==> config.mk <==
export PLATFORM = sky130hd
export DESIGN_NAME = sram_mem_ctrl_flat
export DESIGN_NICKNAME = d
export VERILOG_FILES = /design/src/rtl/sram_mem_ctrl_pkg.sv /design/src/rtl/sram_mem_ctrl_if.sv /design/src/rtl/sram_mem_ctrl_wait_counter.sv /design/src/rtl/sram_mem_ctrl.sv /design/src/flat_wrapper.sv
export SDC_FILE = /design/constraint.sdc
export NUM_CORES = 1
export LEC_CHECK = 0
export ABC_CLOCK_PERIOD_IN_PS = 7300
export CORE_AREA = 2 2 88 124
export CTS_CLUSTER_DIAMETER = 200
export DETAILED_ROUTE_END_ITERATION = 12
export DIE_AREA = 0 0 90 126
export PLACE_DENSITY_LB_ADDON = 0.05
export SYNTH_ARGS = -nofsm -noshare
export SYNTH_HDL_FRONTEND = slang
export SYNTH_SLANG_ARGS = --single-unit
==> constraint.sdc <==
create_clock -name clk -period 7.3 [get_ports clk]
set_clock_uncertainty 0.05 [all_clocks]
set_input_delay 1.825 -clock clk [delete_from_list [all_inputs] [get_ports clk]]
set_output_delay 1.825 -clock clk [all_outputs]
set_load 0.01 [all_outputs]
==> src/rtl/sram_mem_ctrl_pkg.sv <==
// ============================================================================
// mem_pkg: shared FSM state type and constants for sram_mem_ctrl. Rev 1.0
// ============================================================================
`default_nettype none

package mem_pkg;

  typedef enum logic [1:0] {
    IDLE   = 2'd0,
    ACC_LO = 2'd1,
    ACC_HI = 2'd2,
    DONE   = 2'd3
  } state_t;

  localparam logic [31:0] ADDR_BASE_DEF = 32'd1024;
  localparam int unsigned SRAM_DW       = 16;

endpackage

`default_nettype wire

==> src/rtl/sram_mem_ctrl_if.sv <==
// ============================================================================
// sram_mem_ctrl_if: pipeline-side load/store request bus. Rev 1.0
// ============================================================================
`default_nettype none

interface sram_mem_ctrl_if;

  logic        rd_en;
  logic        wr_en;
  logic [31:0] address;
  logic [31:0] write_data;
  logic [31:0] read_data;
  logic        ready;

  modport master (
    output rd_en, wr_en, address, write_data,
    input  read_data, ready
  );

  modport slave (
    input  rd_en, wr_en, address, write_data,
    output read_data, ready
  );

endinterface

`default_nettype wire

==> src/rtl/sram_mem_ctrl_wait_counter.sv <==
// ============================================================================
// sram_wait_counter: per-halfword access timer, flags the final hold cycle. Rev 1.0
// ============================================================================
`default_nettype none

module sram_wait_counter #(
  parameter int unsigned WAIT_CYCLES = 5
) (
  input  logic clk,
  input  logic rst_n,
  input  logic clear,
  input  logic en,
  output logic last
);

  logic [3:0] r_count;

  assign last = (r_count == 4'(WAIT_CYCLES - 1));

  // Wraps to zero on its own so the same counter times both halves.
  always_ff @(posedge clk) begin
    if (!rst_n) begin
      r_count <= 4'd0;
    end else if (clear) begin
      r_count <= 4'd0;
    end else if (en) begin
      r_count <= last ? 4'd0 : r_count + 4'd1;
    end
  end

endmodule

`default_nettype wire

==> src/rtl/sram_mem_ctrl.sv <==
// ============================================================================
// sram_mem_ctrl: splits each 32-bit load/store into two 16-bit async SRAM accesses. Rev 1.0
// ============================================================================
`default_nettype none

module sram_mem_ctrl
  import mem_pkg::*;
#(
  parameter logic [31:0] ADDR_BASE   = ADDR_BASE_DEF,
  parameter int unsigned WAIT_CYCLES = 5,
  parameter int unsigned SRAM_AW     = 18
) (
  input  logic               clk,
  input  logic               rst_n,
  sram_mem_ctrl_if.slave     bus,
  output logic [SRAM_AW-1:0] sram_addr,
  output logic [SRAM_DW-1:0] sram_dq_out,
  input  logic [SRAM_DW-1:0] sram_dq_in,
  output logic               sram_dq_oe,
  output logic               sram_we_n
);

  state_t r_state;
  state_t w_next;

  logic               w_req;
  logic               w_last;
  logic               w_in_acc;
  logic [31:0]        w_off;
  logic               w_unused;

  logic               r_is_wr;
  logic [SRAM_AW-2:0] r_widx;
  logic [31:0]        r_wdata;

  logic               w_lat_is_wr;
  logic [SRAM_AW-2:0] w_lat_widx;
  logic [31:0]        w_lat_wdata;

  logic [SRAM_AW-1:0] r_sram_addr;
  logic [SRAM_DW-1:0] r_dq_out;
  logic               r_dq_oe;
  logic               r_we_n;
  logic [31:0]        r_read_data;

  logic [SRAM_AW-1:0] w_addr_nxt;
  logic [SRAM_DW-1:0] w_dq_out_nxt;
  logic               w_dq_oe_nxt;
  logic               w_we_n_nxt;
  logic [31:0]        w_read_data_nxt;
  logic               w_ready;

  assign w_req    = bus.rd_en | bus.wr_en;
  assign w_in_acc = (r_state == ACC_LO) || (r_state == ACC_HI);
  assign w_off    = bus.address - ADDR_BASE;
  assign w_unused = &{1'b0, w_off[31:SRAM_AW+1], w_off[1:0]};

  sram_wait_counter #(
    .WAIT_CYCLES (WAIT_CYCLES)
  ) u_wait_counter (
    .clk   (clk),
    .rst_n (rst_n),
    .clear (r_state == IDLE),
    .en    (w_in_acc),
    .last  (w_last)
  );

  // Request fields are latched only in IDLE, so a dropped request mid-access
  // still completes with the original address and data.
  always_ff @(posedge clk) begin
    if (!rst_n) begin
      r_is_wr <= 1'b0;
      r_widx  <= '0;
      r_wdata <= 32'd0;
    end else if (r_state == IDLE) begin
      r_is_wr <= bus.wr_en;
      r_widx  <= w_off[SRAM_AW:2];
      r_wdata <= bus.write_data;
    end
  end

  // On the IDLE->ACC_LO edge the latches are not yet loaded, so use the bus.
  assign w_lat_is_wr = (r_state == IDLE) ? bus.wr_en         : r_is_wr;
  assign w_lat_widx  = (r_state == IDLE) ? w_off[SRAM_AW:2]  : r_widx;
  assign w_lat_wdata = (r_state == IDLE) ? bus.write_data    : r_wdata;

  always_ff @(posedge clk) begin
    if (!rst_n) begin
      r_state <= IDLE;
    end else begin
      r_state <= w_next;
    end
  end

  always_comb begin
    w_next = r_state;
    case (r_state)
      IDLE:    if (w_req)  w_next = ACC_LO;
      ACC_LO:  if (w_last) w_next = ACC_HI;
      ACC_HI:  if (w_last) w_next = DONE;
      DONE:    w_next = IDLE;
      default: w_next = IDLE;
    endcase
  end

  // SRAM pins are registered from the next state so strobes line up exactly
  // with the ACC cycles and drop on the first cycle after them.
  always_comb begin
    w_addr_nxt      = r_sram_addr;
    w_dq_out_nxt    = r_dq_out;
    w_dq_oe_nxt     = 1'b0;
    w_we_n_nxt      = 1'b1;
    w_read_data_nxt = r_read_data;
    w_ready         = 1'b0;

    case (r_state)
      IDLE:    w_ready = !w_req;
      DONE:    w_ready = 1'b1;
      default: w_ready = 1'b0;
    endcase

    case (w_next)
      ACC_LO: begin
        w_addr_nxt = {w_lat_widx, 1'b0};
        if (w_lat_is_wr) begin
          w_dq_out_nxt = w_lat_wdata[15:0];
          w_dq_oe_nxt  = 1'b1;
          w_we_n_nxt   = 1'b0;
        end
      end
      ACC_HI: begin
        w_addr_nxt = {w_lat_widx, 1'b1};
        if (w_lat_is_wr) begin
          w_dq_out_nxt = w_lat_wdata[31:16];
          w_dq_oe_nxt  = 1'b1;
          w_we_n_nxt   = 1'b0;
        end
      end
      default: ;
    endcase

    if (!r_is_wr && w_last) begin
      if (r_state == ACC_LO) begin
        w_read_data_nxt[15:0] = sram_dq_in;
      end else if (r_state == ACC_HI) begin
        w_read_data_nxt[31:16] = sram_dq_in;
      end
    end
  end

  always_ff @(posedge clk) begin
    if (!rst_n) begin
      r_sram_addr <= '0;
      r_dq_out    <= '0;
      r_dq_oe     <= 1'b0;
      r_we_n      <= 1'b1;
      r_read_data <= 32'd0;
    end else begin
      r_sram_addr <= w_addr_nxt;
      r_dq_out    <= w_dq_out_nxt;
      r_dq_oe     <= w_dq_oe_nxt;
      r_we_n      <= w_we_n_nxt;
      r_read_data <= w_read_data_nxt;
    end
  end

  assign sram_addr     = r_sram_addr;
  assign sram_dq_out   = r_dq_out;
  assign sram_dq_oe    = r_dq_oe;
  assign sram_we_n     = r_we_n;
  assign bus.read_data = r_read_data;
  assign bus.ready     = w_ready;

endmodule

`default_nettype wire

==> src/flat_wrapper.sv <==
// flat-port wrapper written by rule: the top's interface ports become plain ports
module sram_mem_ctrl_flat import mem_pkg::*;
#(
  parameter logic [31:0] ADDR_BASE   = ADDR_BASE_DEF,
  parameter int unsigned WAIT_CYCLES = 5,
  parameter int unsigned SRAM_AW     = 18
)
  (clk, rst_n, sram_addr, sram_dq_out, sram_dq_in, sram_dq_oe, sram_we_n, bus_rd_en, bus_wr_en, bus_address, bus_write_data, bus_read_data, bus_ready);
  sram_mem_ctrl_if bus_i ();
  input  logic clk;
  input  logic rst_n;
  output logic [SRAM_AW-1:0] sram_addr;
  output logic [SRAM_DW-1:0] sram_dq_out;
  input  logic [SRAM_DW-1:0] sram_dq_in;
  output logic sram_dq_oe;
  output logic sram_we_n;
  input wire logic [$bits(bus_i.rd_en)-1:0] bus_rd_en;
  input wire logic [$bits(bus_i.wr_en)-1:0] bus_wr_en;
  input wire logic [$bits(bus_i.address)-1:0] bus_address;
  input wire logic [$bits(bus_i.write_data)-1:0] bus_write_data;
  output wire logic [$bits(bus_i.read_data)-1:0] bus_read_data;
  output wire logic [$bits(bus_i.ready)-1:0] bus_ready;
  assign bus_i.rd_en = bus_rd_en;
  assign bus_i.wr_en = bus_wr_en;
  assign bus_i.address = bus_address;
  assign bus_i.write_data = bus_write_data;
  assign bus_read_data = bus_i.read_data;
  assign bus_ready = bus_i.ready;
  sram_mem_ctrl #(.ADDR_BASE(ADDR_BASE), .WAIT_CYCLES(WAIT_CYCLES), .SRAM_AW(SRAM_AW)) u_core (.clk(clk), .rst_n(rst_n), .bus(bus_i), .sram_addr(sram_addr), .sram_dq_out(sram_dq_out), .sram_dq_in(sram_dq_in), .sram_dq_oe(sram_dq_oe), .sram_we_n(sram_we_n));
endmodule
# Word-level counts from Yosys, hierarchy flattened

Index checks and enable logic that the tools add are counted.

Output and inout bits: 69
Bits of input ports: 84
Logic and storage cells: 51
Bits in registers: 124

Equality and inequality tests: 8
Add/subtract/negate cells: 2
Reduce and logical (&&, ||, !) cells: 12
Bitwise logic cells: 3
Mux-type cells: 15

Operator list:

| operator                 | number |
|---|---|
| $pmux W18 S2             | 1 |
| $mux W16                 | 2 |
| $mux W32                 | 1 |
| $pmux W16 S2             | 1 |
| $sub A19 B11 Y19 const B | 1 |
| $mux W17                 | 1 |
| $pmux W2 S4              | 1 |
| $eq A2 B2 Y1 const B     | 3 |
| $mux W2                  | 3 |
| $reduce_and A3 Y1        | 2 |
| $add A4 B1 Y4 const B    | 1 |
| $eq A2 B1 Y1 const B     | 2 |
| $eq A4 B3 Y1 const B     | 1 |
| $mux W4                  | 1 |
| $ne A2 B1 Y1 const B     | 2 |
| $reduce_and A2 Y1        | 2 |
| $reduce_or A2 Y1         | 2 |
| $mux W1                  | 3 |
| $logic_not A1 Y1         | 2 |
| $logic_not A2 Y1         | 1 |
| $not A1 Y1               | 2 |
| $pmux W1 S2              | 1 |
| $reduce_bool A2 Y1       | 1 |
| $logic_and A1 B1 Y1      | 1 |
| other kinds (2)          | 2 |

# Logic depth before layout (Yosys ltp)

Gate-level depths: netlist of run 1.

Depth after elaboration: 6
Mapped depth: 15
Depth with buffers taken out: 11

# Cells and area by module

A second synthesis of run 1 with hierarchy kept.

Cells, all modules: 528
Area total of the unflattened synthesis: 4885.9 um^2

By module, submodules not included:

| module            | area each (um^2) | seq. area each (um^2) | times used | cells an instance |
|---|---|---|---|---|
| sram_mem_ctrl     | 4689.5           | 2402.3                | 1          | 507 |
| sram_wait_counter | 196.4            | 80.1                  | 1          | 21 |

# Worst setup path after synthesis of run 1

OpenSTA, ideal clock, no wires.

Kind: input to output
Start: input bus_wr_en
End: output bus_ready
Stages on the path: 3
Setup slack: 3.212 ns
Data arrival time: 2.213 ns
Data required time: 5.425 ns
Path buffers: 0
Cells stage by stage: nor2_1 a21oi_1 nor2_1

Word-level cells in the longest chain between the ends: 3

RTL lines:

| item             | line                 | text |
|---|---|---|
| start, declared  | flat_wrapper.sv:18   | `input wire logic [$bits(bus_i.wr_en)-1:0] bus_wr_en;` |
| $or A1 B1 Y1     | sram_mem_ctrl.sv:53  | `assign w_req = bus.rd_en \| bus.wr_en;` |
| $logic_not A1 Y1 | sram_mem_ctrl.sv:117 | `IDLE: w_ready = !w_req;` |
| $pmux W1 S2      | sram_mem_ctrl.sv:116 | `case (r_state)` |
| end, declared    | flat_wrapper.sv:22   | `output wire logic [$bits(bus_i.ready)-1:0] bus_ready;` |

Every way passes these cells.

# Final worst setup path of run 1

Ends and elaborated chain as after synthesis.

==> results.py, run 1 <==
metrics = {
    "clock_network": {
        "cts_setup_buffers": 0,
        "clk_latency_ps": 410,
        "cts_resized": 0,
        "cts_buffers": 17,
        "clockRootBuffer": "clkbuf_16",
        "ctsHtreeMaxLevel": 4,
        "clk_pin_slew_ps": 50,
        "clock_sinks": 124,
        "cts_tree": "done",
        "clock_path_buffers": 2,
        "cts_hold_buffers": 0,
    },
    "final_layout": {
        "areaGrowthSynthToFinish_pct": 41.0,
        "fillers": 842,
        "antenna_cells": 0,
        "finalNonFillerCells": 802,
        "final_core_util_pct": 68.8,
        "final_area_mm2": 0.00704,
        "drive_above_1_share_pct": 9.64,
        "final_common_cell": "clkdlybuf4s50_1",
        "nNetsFinal": 745,
        "layout_common_cells": "137 x clkdlybuf4s50_1, 124 x dfxtp_1, 94 x nor2_1, 78 x mux2i_1, 62 x nand2_1",
    },
    "logic_synthesis": {
        "synth_warnings": 0,
        "ys.flop_type": "dfxtp_1",
        "synth_enable_flop_cells": 0,
        "syn_area_mm2": 0.00499,
        "seq_area_frac_synth_pct": 49.7,
        "postSynthCellCount": 527,
        "avgSynthCellArea_um2": 9.48,
        "async_reset_ff_share_pct": 0,
        "syn_nets": 621,
        "ys_types": 50,
        "ys_seq_elements": 124,
    },
    "hold_path": {
        "hold_end": "u_core.bus.read_data[6]",
        "hold_start": "u_core.bus.read_data[6]",
        "hold_depth": 2,
        "hp-class": "flip-flop to flip-flop",
    },
    "timing": {
        "period_share_pct": 70.6,
        "holdWs_ps": 400,
        "worst_slack_ps": 2150,
        "final.setup.tns_ps": 0,
        "worstMarginPinSlew_ps": 1170,
        "rsz0062_at_grt": "false",
        "hold_viol": 0,
        "finalSetupViolCount": 0,
        "max_freq_ghz": 0.194,
        "slew_viol_final": 0,
        "finalCriticalPeriod_ps": 5150,
        "maxSlewHeadroom_pct": 22.1,
    },
    "grt": {
        "grt_max_degree": 73,
        "grt_usage_pct": 20.2,
        "grt_pass1_vias": 3915,
        "antenna_found_initial": 0,
        "grt_pass1_wl_mm": 18.5,
        "overflow": 0,
    },
    "setup_path": {
        "path_max_fanout": 3,
        "endpoint_kind": "output port",
        "path_cells": "clkdlybuf4s50_1 -> nor2_1 -> a21oi_1 -> nor2_1 -> clkdlybuf4s50_1",
        "reg2reg_to": "u_core.sram_dq_out[3]",
        "r2r_start": "u_core.r_state[0]",
        "critPathLaunchType": "input port",
        "cp_num_buf_inv": 2,
        "critical-path-slowest-cell": "clkdlybuf4s50_1",
        "reg2reg_depth": 10,
        "ff2ff_setup_slack_ps": 3110,
        "cp_num_cells": 5,
        "cpLargestDelayFamily": "buffers and inverters",
        "crit_arrival_ps": 3280,
        "slowest_delay_ps": 540,
        "required_ps": 5430,
        "critical_path_class": "input port to output port",
    },
    "die": {
        "start_util_pct": 48.8,
        "row_count": 44,
        "die-area_mm2": 0.0113,
        "io_pins": 153,
        "die_h_um": 126,
        "core_mm2": 0.0102,
        "die_w_um": 90,
    },
    "detailed_routing": {
        "first_iter_violations": 194,
        "num_vias": 3967,
        "viasPerCell": 4.95,
        "wl_per_cell_um": 14.0,
        "drt_first_pass_iters": 5,
        "ant_nets": 0,
        "wirelength_mm": 11.2,
        "drc_errors": 0,
    },
    "placed_design": {
        "dp_slack_ps": 2080,
        "place_area_mm2": 0.00639,
        "gp_congestion": 0.774,
        "dp.cells": 770,
        "io_buffers": 137,
        "hpwl_mm": 7.49,
    },
    "power": {
        "vdd_drop_max_mv": 0.196,
        "power_mw": 2.09,
        "p_leak_nw": 2.81,
        "power_density_mw_per_mm2": 296,
    },
    "outcome": {
        "status": "finished clean",
    },
    "run": {
        "cap_violations": 0,
    },
}
[metal layers]
layer	share of wire, %	vias to the layer above	routed length (um)	global-route usage (%)
met2	50	108	5630	34.3
met4	1.7	0	194	8.14
met3	5.9	15	664	7.00
li1	-	2009	-	-
met1	42	1835	4750	23.2
met5	0	-	0	0
[cells by family after synthesis]
kind of cell	Yosys count	share of synthesized area, %
DFF	124	49.7
and+or+nand+nor	197	17.9
muxes	79	15.9
buffers and inverters	44	4.31
xor gates and xnor gates	7	1.23
adders and majority gates	10	2.51
AOI/OAI and AO/OA	66	8.54
[cell usage after synthesis (6+ instances only)]
| cell | n | area (um^2) |
|---|---|---|
| clkbuf_1 | 16 | 60.1 |
| nand2_2 | 10 | 62.6 |
| nand2_1 | 62 | 233 |
| a21oi_2 | 10 | 87.6 |
| xor2_1 | 6 | 52.6 |
| mux2i_1 | 78 | 781 |
| buf_2 | 9 | 45.0 |
| a21oi_1 | 38 | 190 |
| dfxtp_1 | 124 | 2480 |
| ha_1 | 10 | 125 |
| nor2_1 | 94 | 353 |
| inv_1 | 10 | 37.5 |
[how the worst max path moves through the flow]
stage	endpoint	from	slack (ps)
detailed placement	u_core.sram_dq_out[3]	bus_wr_en	2080
global route	bus_ready	bus_wr_en	2050
floorplan	bus_ready	bus_wr_en	3210
global placement	bus_ready	bus_wr_en	2130
finish	bus_ready	bus_wr_en	2150
CTS	bus_ready	bus_wr_en	2120
[flip-flops by register name (all words and copies together) (netlist names)]
name	cells
u_core.bus.read_data	32
u_core.r_state	2
u_core.r_widx	17
u_core.r_wdata	32
u_core.sram_dq_oe	1
u_core.sram_we_n	1
u_core.sram_dq_out	16
u_core.u_wait_counter.r_count	4
u_core.r_is_wr	1
u_core.sram_addr	18
[power breakdown]
part           switching (mW)  total, mW  internal (mW)  leakage (nW)
clock network           0.306      0.921          0.615         0.304
registers              0.0286      0.773          0.744          1.02
logic                   0.194      0.394          0.200          1.49
[worst reg2reg max path, cell delays in order, from the launching register on]
cell      delay [ps]
dfxtp_1          330
inv_1            180
ha_4             860
a211oi_1         180
nor3_1           330
inv_1             80
ha_1             600
or2_1            440
a21oi_4          640
mux2i_1          300
nor2_1            70
[cell type report]
| cell class | count | area [um^2] | area share (%) |
|---|---|---|---|
| sequential | 124 | 2480 | 35.2 |
| multi-input combinational | 359 | 2310 | 32.8 |
| timing repair buffer | 138 | 1380 | 19.6 |
| clock buffer | 18 | 439 | 6.23 |
| clock inverter | 14 | 219 | 3.11 |
| tap | 138 | 173 | 2.45 |
| inverter | 11 | 42.5 | 0.604 |
Note: power is estimated with default switching activity, not from simulation.
==> run 2: changes to the inputs <==
Settings changed: ABC_CLOCK_PERIOD_IN_PS 7300 to 5090, CORE_AREA 2 2 88 124 to 2 2 91 127, DIE_AREA 0 0 90 126 to 0 0 93 129.
Clock period 7.3 ns to 5.09 ns, I/O delays scaled along.
==> run 2 against run 1 <==
Effect of this change:
- non-clock buffer count is 5 higher
- register-to-register slack lost 1000 ps
- total power rose by 35%
- via count rose by 0.30%
- sequential share of layout area up 0.24 points
- count of clock-buffer cells in the layout grew 2
- sequential power up 44%
- cell count up 1.0%
- global-route usage down 0.92 points
- largest cell class unchanged
- largest power group unchanged
==> results.py, run 2 (same netlist as run 1, synthesis figures left out) <==
metrics = {
    "outcome": {
        "status": "finished clean",
    },
    "setup_path": {
        "critical_path_class": "input port to output port",
        "r2r_start": "u_core.r_state[1]",
        "ff2ff_setup_slack_ps": 2060,
        "reg2reg_depth": 13,
        "crit_arrival_ps": 2730,
        "reg2reg_to": "u_core.sram_dq_out[4]",
        "path_max_fanout": 3,
        "endpoint_kind": "output port",
        "required_ps": 3770,
        "critPathLaunchType": "input port",
    },
    "timing": {
        "worst_slack_ps": 1040,
        "worstMarginPinSlew_ps": 1060,
        "maxSlewHeadroom_pct": 29.2,
        "period_share_pct": 79.5,
        "max_freq_ghz": 0.247,
        "final.setup.tns_ps": 0,
        "rsz0062_at_grt": "false",
        "holdWs_ps": 403,
        "hold_viol": 0,
        "finalSetupViolCount": 0,
        "finalCriticalPeriod_ps": 4050,
        "slew_viol_final": 0,
    },
    "final_layout": {
        "final_common_cell": "clkdlybuf4s50_1",
        "final-seq-area_mm2": 0.00248,
        "finalNonFillerCells": 810,
        "final_core_util_pct": 64.7,
        "multi_input_area_mm2": 0.00231,
        "antenna_cells": 0,
        "layout_common_cells": "137 x clkdlybuf4s50_1, 124 x dfxtp_1, 94 x nor2_1, 78 x mux2i_1, 62 x nand2_1",
        "nNetsFinal": 750,
        "areaGrowthSynthToFinish_pct": 40.1,
        "drive_above_1_share_pct": 10.0,
        "fillers": 939,
    },
    "clock_network": {
        "cts_tree": "done",
        "cts_buffers": 17,
        "cts_setup_buffers": 0,
        "clock_path_buffers": 2,
        "clk_latency_ps": 400,
        "cts_hold_buffers": 0,
        "ctsHtreeMaxLevel": 4,
        "clockRootBuffer": "clkbuf_16",
        "cts_resized": 0,
        "clock_sinks": 124,
        "clk_pin_slew_ps": 50,
    },
    "hold_path": {
        "hold_end": "u_core.bus.read_data[3]",
        "hold_start": "u_core.bus.read_data[3]",
        "hold_depth": 2,
        "hp-class": "flip-flop to flip-flop",
    },
    "die": {
        "core_mm2": 0.0108,
        "die-area_mm2": 0.0120,
        "die_h_um": 129,
        "start_util_pct": 46.2,
        "die_w_um": 93,
        "io_pins": 153,
        "row_count": 45,
    },
    "detailed_routing": {
        "num_vias": 3979,
        "drt_first_pass_iters": 4,
        "wl_per_cell_um": 13.9,
        "wirelength_mm": 11.2,
        "first_iter_violations": 138,
        "drc_errors": 0,
        "viasPerCell": 4.91,
        "ant_nets": 0,
    },
    "power": {
        "p_leak_nw": 2.80,
        "vdd_drop_max_mv": 0.254,
        "power_density_mw_per_mm2": 404,
    },
    "grt": {
        "grt_usage_pct": 19.2,
        "overflow": 0,
        "grt_pass1_wl_mm": 18.2,
        "grt_pass1_vias": 3836,
        "grt_max_degree": 70,
        "antenna_found_initial": 0,
    },
    "placed_design": {
        "gp_congestion": 0.747,
        "io_buffers": 137,
        "dp_slack_ps": 1010,
        "hpwl_mm": 7.71,
        "dp.cells": 778,
    },
    "run": {
        "cap_violations": 0,
    },
}
==> run 2: final cells by class <==
cell class / count / area share [%]
Sequential cell: 124 / 35.5
Multi-Input combinational cell: 359 / 33.0
Timing Repair Buffer: 143 / 20.2
Clock buffer: 20 / 6.38
Tap cell: 141 / 2.52
Clock inverter: 12 / 1.75
Inverter: 11 / 0.608
==> run 2: how the worst max path moves through the flow <==
stage | start | to | slack [ps] | cells after the start
6_report | bus_wr_en | bus_ready | 1040 | 5
5_1_grt | bus_wr_en | bus_ready | 940 | 5
4_1_cts | bus_wr_en | bus_ready | 1000 | 5
3_5_place_dp | bus_wr_en | u_core.sram_dq_out[10] | 1010 | 12
3_3_place_gp | bus_wr_en | u_core.sram_dq_out[8] | 1030 | 12
2_1_floorplan | bus_wr_en | u_core.sram_dq_out[10] | 1830 | 11
==> run 2: metrics by stage <==
step,area [um^2],power [mW]
floorplan,4990,1.47
detailed placement,6430,1.70
CTS,7000,2.86
global route,7000,2.97
finish,7000,2.83
global placement,6430,1.69
==> run 2: routing by layer <==
metal	global-route usage, %	wire length (um)
met5	0	0
met4	8.22	148
met3	5.62	644
met2	33.0	5630
met1	22.3	4810
==> run 2: worst max-delay path, cell delays in order <==
cell and delay, ps:
clkdlybuf4s50_1 430, nor2_1 240, a21oi_1 110, nor2_1 130, clkdlybuf4s50_1 550
==> run 2: power breakdown <==
group          switching, mW  internal (mW)
Combinational          0.280          0.292
Sequential            0.0408           1.07
Clock                  0.419          0.727
Total                  0.740           2.09
==> run 3: changes to the inputs <==
Settings changed: ABC_CLOCK_PERIOD_IN_PS 5090 to 3520, CORE_AREA 2 2 91 127 to 2 2 96 135, DIE_AREA 0 0 93 129 to 0 0 98 137.
Clock period 5.09 ns to 3.52 ns, I/O delays scaled along.
==> run 3 against run 2 <==
Effect of this change:
- count of clock-buffer cells in the layout up 4
- clock power rose by 60%
- first-iteration DRC count decreased by 15%
- utilization down 6.3 points
- critical path type unchanged
- largest cell class unchanged
==> results.py, run 3 (same netlist as run 1, synthesis figures left out) <==
metrics = {
    "setup_path": {
        "r2r_start": "u_core.r_state[0]",
        "ff2ff_setup_slack_ps": 820,
        "crit_path_start": "bus_wr_en",
        "crit_arrival_ps": 2280,
        "path_max_fanout": 3,
        "critPathLaunchType": "input port",
        "critical_path_class": "input port to output port",
        "endpoint_kind": "output port",
        "required_ps": 2590,
        "reg2reg_depth": 11,
        "reg2reg_to": "u_core.sram_dq_out[12]",
    },
    "clock_network": {
        "cts_hold_buffers": 0,
        "clockRootBuffer": "clkbuf_16",
        "cts_setup_buffers": 0,
        "cts_resized": 0,
        "cts_tree": "done",
        "clock_path_buffers": 2,
        "clock_sinks": 124,
        "cts_buffers": 17,
        "clk_latency_ps": 400,
        "ctsHtreeMaxLevel": 4,
        "clk_pin_slew_ps": 50,
    },
    "placed_design": {
        "gp_congestion": 0.785,
        "dp.cells": 789,
        "io_buffers": 137,
        "hpwl_mm": 8.00,
    },
    "power": {
        "vdd_drop_max_mv": 0.324,
        "power_mw": 4.30,
        "p_leak_nw": 2.86,
        "power_density_mw_per_mm2": 604,
    },
    "final_layout": {
        "final_common_cell": "clkdlybuf4s50_1",
        "final-seq-area_mm2": 0.00248,
        "finalNonFillerCells": 819,
        "areaGrowthSynthToFinish_pct": 42.5,
        "multi_input_area_mm2": 0.00231,
        "layout_common_cells": "137 x clkdlybuf4s50_1, 124 x dfxtp_1, 94 x nor2_1, 78 x mux2i_1, 62 x nand2_1",
        "antenna_cells": 0,
        "drive_above_1_share_pct": 9.87,
        "final_core_util_pct": 58.4,
        "nNetsFinal": 752,
        "fillers": 1095,
    },
    "detailed_routing": {
        "ant_nets": 0,
        "wl_per_cell_um": 14.2,
        "wirelength_mm": 11.6,
        "drc_errors": 0,
        "num_vias": 3972,
        "first_iter_violations": 117,
        "viasPerCell": 4.85,
        "drt_first_pass_iters": 4,
    },
    "grt": {
        "grt_pass1_wl_mm": 18.9,
        "antenna_found_initial": 0,
        "grt_max_degree": 79,
        "grt_pass1_vias": 3982,
        "grt_usage_pct": 17.7,
        "overflow": 0,
    },
    "die": {
        "die_w_um": 98,
        "start_util_pct": 41.0,
        "row_count": 48,
        "die-area_mm2": 0.0134,
        "core_mm2": 0.0122,
        "io_pins": 153,
        "die_h_um": 137,
    },
    "hold_path": {
        "hp-class": "flip-flop to flip-flop",
        "hold_depth": 2,
        "hold_end": "u_core.bus.read_data[2]",
        "hold_start": "u_core.bus.read_data[2]",
    },
    "timing": {
        "finalSetupViolCount": 0,
        "maxSlewHeadroom_pct": 31.1,
        "hold_viol": 0,
        "final.setup.tns_ps": 0,
        "worstMarginPinSlew_ps": 1030,
        "finalCriticalPeriod_ps": 3210,
        "period_share_pct": 91.1,
        "rsz0062_at_grt": "false",
        "max_freq_ghz": 0.312,
        "slew_viol_final": 0,
    },
    "outcome": {
        "status": "finished clean",
    },
    "run": {
        "cap_violations": 0,
    },
}
-- run 3: cell types whose count changed in the layout (fill, tap and decap cells not counted), sizes merged --
| cell | previous run | this run |
|---|---|---|
| clkinvlp | 5 | 0 |
| clkinv | 6 | 3 |
| bufinv | 2 | 4 |
| clkbuf | 20 | 24 |
| buf | 6 | 8 |
-- run 3: cell type report --
cell class                      instances  area share [%]
Clock buffer                           24            6.91
Tap cell                              150            2.64
Inverter                               11           0.598
Sequential cell                       124            34.9
Timing Repair Buffer                  145            20.6
Multi-Input combinational cell        359            32.5
Clock inverter                          6            1.88
-- run 3: how the worst max path moves through the flow --
| stage | end | slack [ps] | cells past startpoint |
|---|---|---|---|
| global placement | u_core.sram_dq_out[5] | 250 | 11 |
| finish | bus_ready | 310 | 5 |
| detailed placement | u_core.sram_dq_out[12] | 220 | 11 |
| floorplan | u_core.sram_dq_out[10] | 590 | 14 |
| global route | bus_ready | 230 | 5 |
| CTS | bus_ready | 260 | 5 |
-- run 3: routing by layer --
layer / vias up / part of all wire [%] / GRT usage (%)
met1: 1831 / 42 / 20.0
li1: 2018 / - / -
met3: 17 / 6.9 / 6.59
met4: 0 / 1.4 / 6.94
met2: 106 / 50 / 30.4
met5: - / 0 / 0
-- run 3: critical path, cell delays in order --
cell and delay, ps:
clkdlybuf4s50_1 440, nor2_1 200, a21oi_1 110, nor2_1 100
clkdlybuf4s50_1 540
-- run 3: power by group --
group	switching (mW)	internal [mW]	total, mW	leakage (nW)
logic	0.411	0.446	0.857	1.54
clock network	0.583	1.25	1.84	0.306
registers	0.0595	1.54	1.60	1.02
-- run 3: through the flow --
stage / cell area [um^2] / setup slack (ps) / hold WS (ps)
global route: 7120 / 233 / 425
finish: 7120 / 314 / 401
floorplan: 4990 / 589 / 405
detailed placement: 6490 / 219 / 396
CTS: 7120 / 263 / 404
global placement: 6490 / 246 / 393
==> edit 1, RTL diff (flow settings as in run 2) <==
`r_sram_addr` and `r_read_data` no longer have a reset.
--- a/src/rtl/sram_mem_ctrl.sv
+++ b/src/rtl/sram_mem_ctrl.sv
@@ -151,16 +151,17 @@
   always_ff @(posedge clk) begin
     if (!rst_n) begin
-      r_sram_addr <= '0;
       r_dq_out    <= '0;
       r_dq_oe     <= 1'b0;
       r_we_n      <= 1'b1;
-      r_read_data <= 32'd0;
     end else begin
-      r_sram_addr <= w_addr_nxt;
       r_dq_out    <= w_dq_out_nxt;
       r_dq_oe     <= w_dq_oe_nxt;
       r_we_n      <= w_we_n_nxt;
-      r_read_data <= w_read_data_nxt;
     end
+  end
+
+  always_ff @(posedge clk) begin
+    r_sram_addr <= w_addr_nxt;
+    r_read_data <= w_read_data_nxt;
   end
 
Function: changed (Yosys sat finds a counterexample within 4 cycles, from zero or initial values and one cycle with rst_n low).
==> edit 1 against run 2 <==
  * Power grew 8.7%
  * Wire length shrank 1.9%
  * Highest routed layer unchanged
  * Synthesized cell count decreased by 21%
  * Design area grew 3.5%
  * Setup slack got worse by 82 ps
  * Clock power rose by 10%
  * Synthesized area is 2.8% higher
  * Sequential cell count stayed put
  * Cell count is 13% lower
  * Count of clock-buffer cells in the layout down 3
==> edit 1: results <==
[yosys]
synth_warnings = 0
synth-adder-area-share = 0.0244
synth.distinct_cells = 46
synth-compound-area-share = 0.0806
synth_edf_count = 50
synth_xor_area_frac = 0.00853
synth_mux_area_frac = 0.158
seq_area_frac_synth = 0.581

[global_routing]
grt_pass1_wl_mm = 18.1
grt_pass1_vias = 3827
met2_usage = 0.341
grt_max_degree = 50
met1_usage = 0.220
grt.met3_usage = 0.0580
grt_usage = 0.194

[pwr]
p_int_w = 0.00226
powerClk_w = 0.00127
leakagePower_nw = 2.76
peakVddDrop_uv = 270

[finish]
buffers = 144
seq_share = 0.412
fin_nets = 643
fillers = 845
multiInputCombCellCount = 250
multi_input_area_share = 0.275
layout-drive-gt1-share = 0.126
bufAreaShareNonClock = 0.196
clkCellAreaFrac = 0.0864
n_all_inverters = 12

[worst_setup_path]
arrival_ps = 2810
rr_worst_depth = 8

[drt]
vias = 3656
drtIter0Drc = 117
dr.pass1.iters = 5

[worst_hold_path]
hp-class = register to register

[clocking]
cts_setup_buffers = 0

[sta]
worst_pin_slew_ps = 1190

[run_status]
status = completed

[placed_design]
gp_congestion = 0.780
## edit 1: cell count changes after synthesis, moves of 11 or more
cell      delta
a21oi_1     -33
and2_1      +11
dfxtp_1     -50
edfxtp_1    +50
mux2i_1     -44
mux4_2      +16
nand2_1     -44
nand3_1     +15
nor2_1      -45
o211ai_1    +32
## edit 1: stage by stage
step           hold WS [ps]  instance area (sq um)  total power (W)  cells
3_3_place_gp            417                   6620          0.00182    671
4_1_cts                 446                   7240          0.00310    703
3_5_place_dp            431                   6620          0.00183    671
2_1_floorplan           405                   5140          0.00157    414
6_report                442                   7240          0.00307    703
5_1_grt                 466                   7240          0.00320    703
## edit 1: per-layer routing
layer	share of wire	up-vias	wire length, microns
met5	0	-	0
met2	0.52	121	5740
met3	0.061	17	668
met4	0.017	0	185
li1	-	1796	-
met1	0.40	1722	4430
## edit 1: final timing paths
path         slack [ps]               from                  end
max                 960          bus_wr_en            bus_ready
min reg2reg         440  u_core.r_wdata[3]    u_core.r_wdata[3]
min                 440  u_core.r_wdata[3]    u_core.r_wdata[3]
max reg2reg        1160  u_core.r_state[0]  u_core.sram_addr[8]
## edit 1: kinds of logic (layout without fill, tap and decap cells)
| logic type | count (synthesis) | count (layout) |
|---|---|---|
| flops | 124 | 124 |
| simple gates | 119 | 119 |
| mux | 60 | 60 |
| compound gates | 56 | 56 |
| buf+inv | 40 | 188 |
| xor+xnor | 5 | 5 |
| fa+ha+maj | 10 | 10 |
## edit 1: tightest hold or removal path, delay by kind of cell (launching register included)
| family | cells | cell delay [ps] |
|---|---|---|
| flops | 1 | 320 |
| mux | 1 | 60 |
| simple gates | 1 | 70 |
==> edit 2, RTL diff (flow settings as in run 2) <==
Made on the original files. `SRAM_AW` is set to 18 in 2 places; all go to 9.
--- a/src/rtl/sram_mem_ctrl.sv
+++ b/src/rtl/sram_mem_ctrl.sv
@@ -9,5 +9,5 @@
   parameter logic [31:0] ADDR_BASE   = ADDR_BASE_DEF,
   parameter int unsigned WAIT_CYCLES = 5,
-  parameter int unsigned SRAM_AW     = 18
+  parameter int unsigned SRAM_AW     = 9
 ) (
   input  logic               clk,
--- a/src/flat_wrapper.sv
+++ b/src/flat_wrapper.sv
@@ -4,5 +4,5 @@
   parameter logic [31:0] ADDR_BASE   = ADDR_BASE_DEF,
   parameter int unsigned WAIT_CYCLES = 5,
-  parameter int unsigned SRAM_AW     = 18
+  parameter int unsigned SRAM_AW     = 9
 )
   (clk, rst_n, sram_addr, sram_dq_out, sram_dq_in, sram_dq_oe, sram_we_n, bus_rd_en, bus_wr_en, bus_address, bus_write_data, bus_read_data, bus_ready);
Interface: changed (resized sram_addr); port bits go from 153 to 144. The function was not compared with the original's and may differ.
==> edit 2 against run 2 <==
  * Sequential cell count shrank 18
  * Setup slack lost 99 ps
  * Design area shrank 14%
  * Clock power shrank 47%
  * Synthesized area shrank 8.8%
  * Sequential power shrank 15%
  * Wire length shrank 13%
  * Power shrank 29%
  * Critical path type unchanged
==> edit 2: results <==
[finish]
fin_nets = 670
fillers = 995
layout-drive-gt1-share = 0.0691
instances_no_fill = 720
antenna_cells = 0

[drt]
dr.pass1.iters = 4
drtIter0Drc = 120
vias = 3542
wirelength_mm = 9.81

[pwr]
leakagePower_nw = 2.63
peakVddDrop_uv = 226

[run_status]
status = completed

[placed_design]
io_buffers = 119
post-dp-hpwl_mm = 6.87
dpl_cell_area_sq_mm = 0.00578
place_inst = 707
place_ws_ps = 906
gp_congestion = 0.695

[yosys]
synthTopCellsByCount = 106 x dfxtp_1, 90 x nand2_1, 73 x mux2i_1
synth_cells = 478
seq_area_frac_synth = 0.466
synth_fp_nets = 571
synth_warnings = 0
synth_area_leaders = dfxtp_1 47%, mux2i_1 16%, nand2_1 7.4%
synth.distinct_cells = 39

[global_routing]
grt_usage = 0.170
grt_pass1_wl_mm = 16.4
grt_pass1_vias = 3498
grt_max_degree = 92

[sta]
setup_tns_ps = 0
maxSlewHeadroom = 0.371
slew_violations = 0
finalHoldViolations = 0

[clocking]
cts_setup_buffers = 0
cts.htree.levels = 3
path_clk_slew_ps = 60
cts_inserted_buffers = 9
root_buffer = clkbuf_16
clkLatencyLatePin_ps = 340

[worst_setup_path]
arrival_ps = 2820

[worst_hold_path]
hp-class = register to register
## edit 2: cell types whose count changed after synthesis, moves of 10 or more
cell      change
nand2_2      -10
dfxtp_1      -18
nand3_1      +15
a21oi_1      -36
nor2_1       -87
o31ai_1      +16
nand2_1      +28
a31o_2       +15
a21oi_2      -10
nor2b_1      +38
nand2b_1     +14
## edit 2: stage by stage
step                       util  total power (W)
after floorplan               -          0.00123
after global placement    0.535          0.00141
after detailed placement  0.535          0.00142
after CTS                 0.558          0.00203
after global routing      0.558          0.00211
final                     0.558          0.00200
## edit 2: worst max-delay path, cell delays in order
cell	delay, ps
clkdlybuf4s50_1	430
nor3b_1	350
nor2_1	80
nor2_1	140
clkdlybuf4s50_1	550
## edit 2: worst paths after layout
| path | startpoint | end | slack (ps) | depth (start not counted) |
|---|---|---|---|---|
| setup / recovery | bus_wr_en | bus_ready | 940 | 5 |
| hold reg to reg | u_core.bus.read_data[15] | u_core.bus.read_data[15] | 410 | 2 |
| setup reg to reg | u_core.r_state[0] | u_core.sram_dq_out[10] | 1320 | 11 |
| hold / removal | u_core.bus.read_data[15] | u_core.bus.read_data[15] | 410 | 2 |
## edit 2: area by class of cell
| cell class | instances | area (sq um) | area share |
|---|---|---|---|
| Clock buffer | 10 | 229 | 0.0380 |
| Clock inverter | 3 | 20.0 | 0.00332 |
| Inverter | 9 | 33.8 | 0.00560 |
| Multi-Input combinational cell | 327 | 2220 | 0.369 |
| Sequential cell | 106 | 2120 | 0.352 |
| Tap cell | 141 | 176 | 0.0293 |
| Timing Repair Buffer | 124 | 1230 | 0.203 |
## edit 2: power breakdown
group	leakage (nW)	total (W)	switching, W	internal, W
Sequential	0.868	0.000943	0.0000385	0.000904
Clock	0.116	0.000606	0.000283	0.000323
Combinational	1.64	0.000452	0.000220	0.000232
## edit 2: cells by family (layout without fill, tap and decap cells)
group	Yosys count	after routing	synth area share
muxes	74	74	0.164
adders and majority gates	9	9	0.0247
and+or+nand+nor	190	190	0.209
DFF	106	106	0.466
AOI/OAI and AO/OA	51	51	0.0838
buffers and inverters	45	146	0.0464
xor gates and xnor gates	3	3	0.00577
## edit 2: metal layers
metal	part of all wire	vias to the layer above	track usage
li1	-	1800	-
met1	0.42	1641	0.199
met4	0.021	0	0.0692
met2	0.50	86	0.298
met5	0	-	0
met3	0.054	15	0.0392
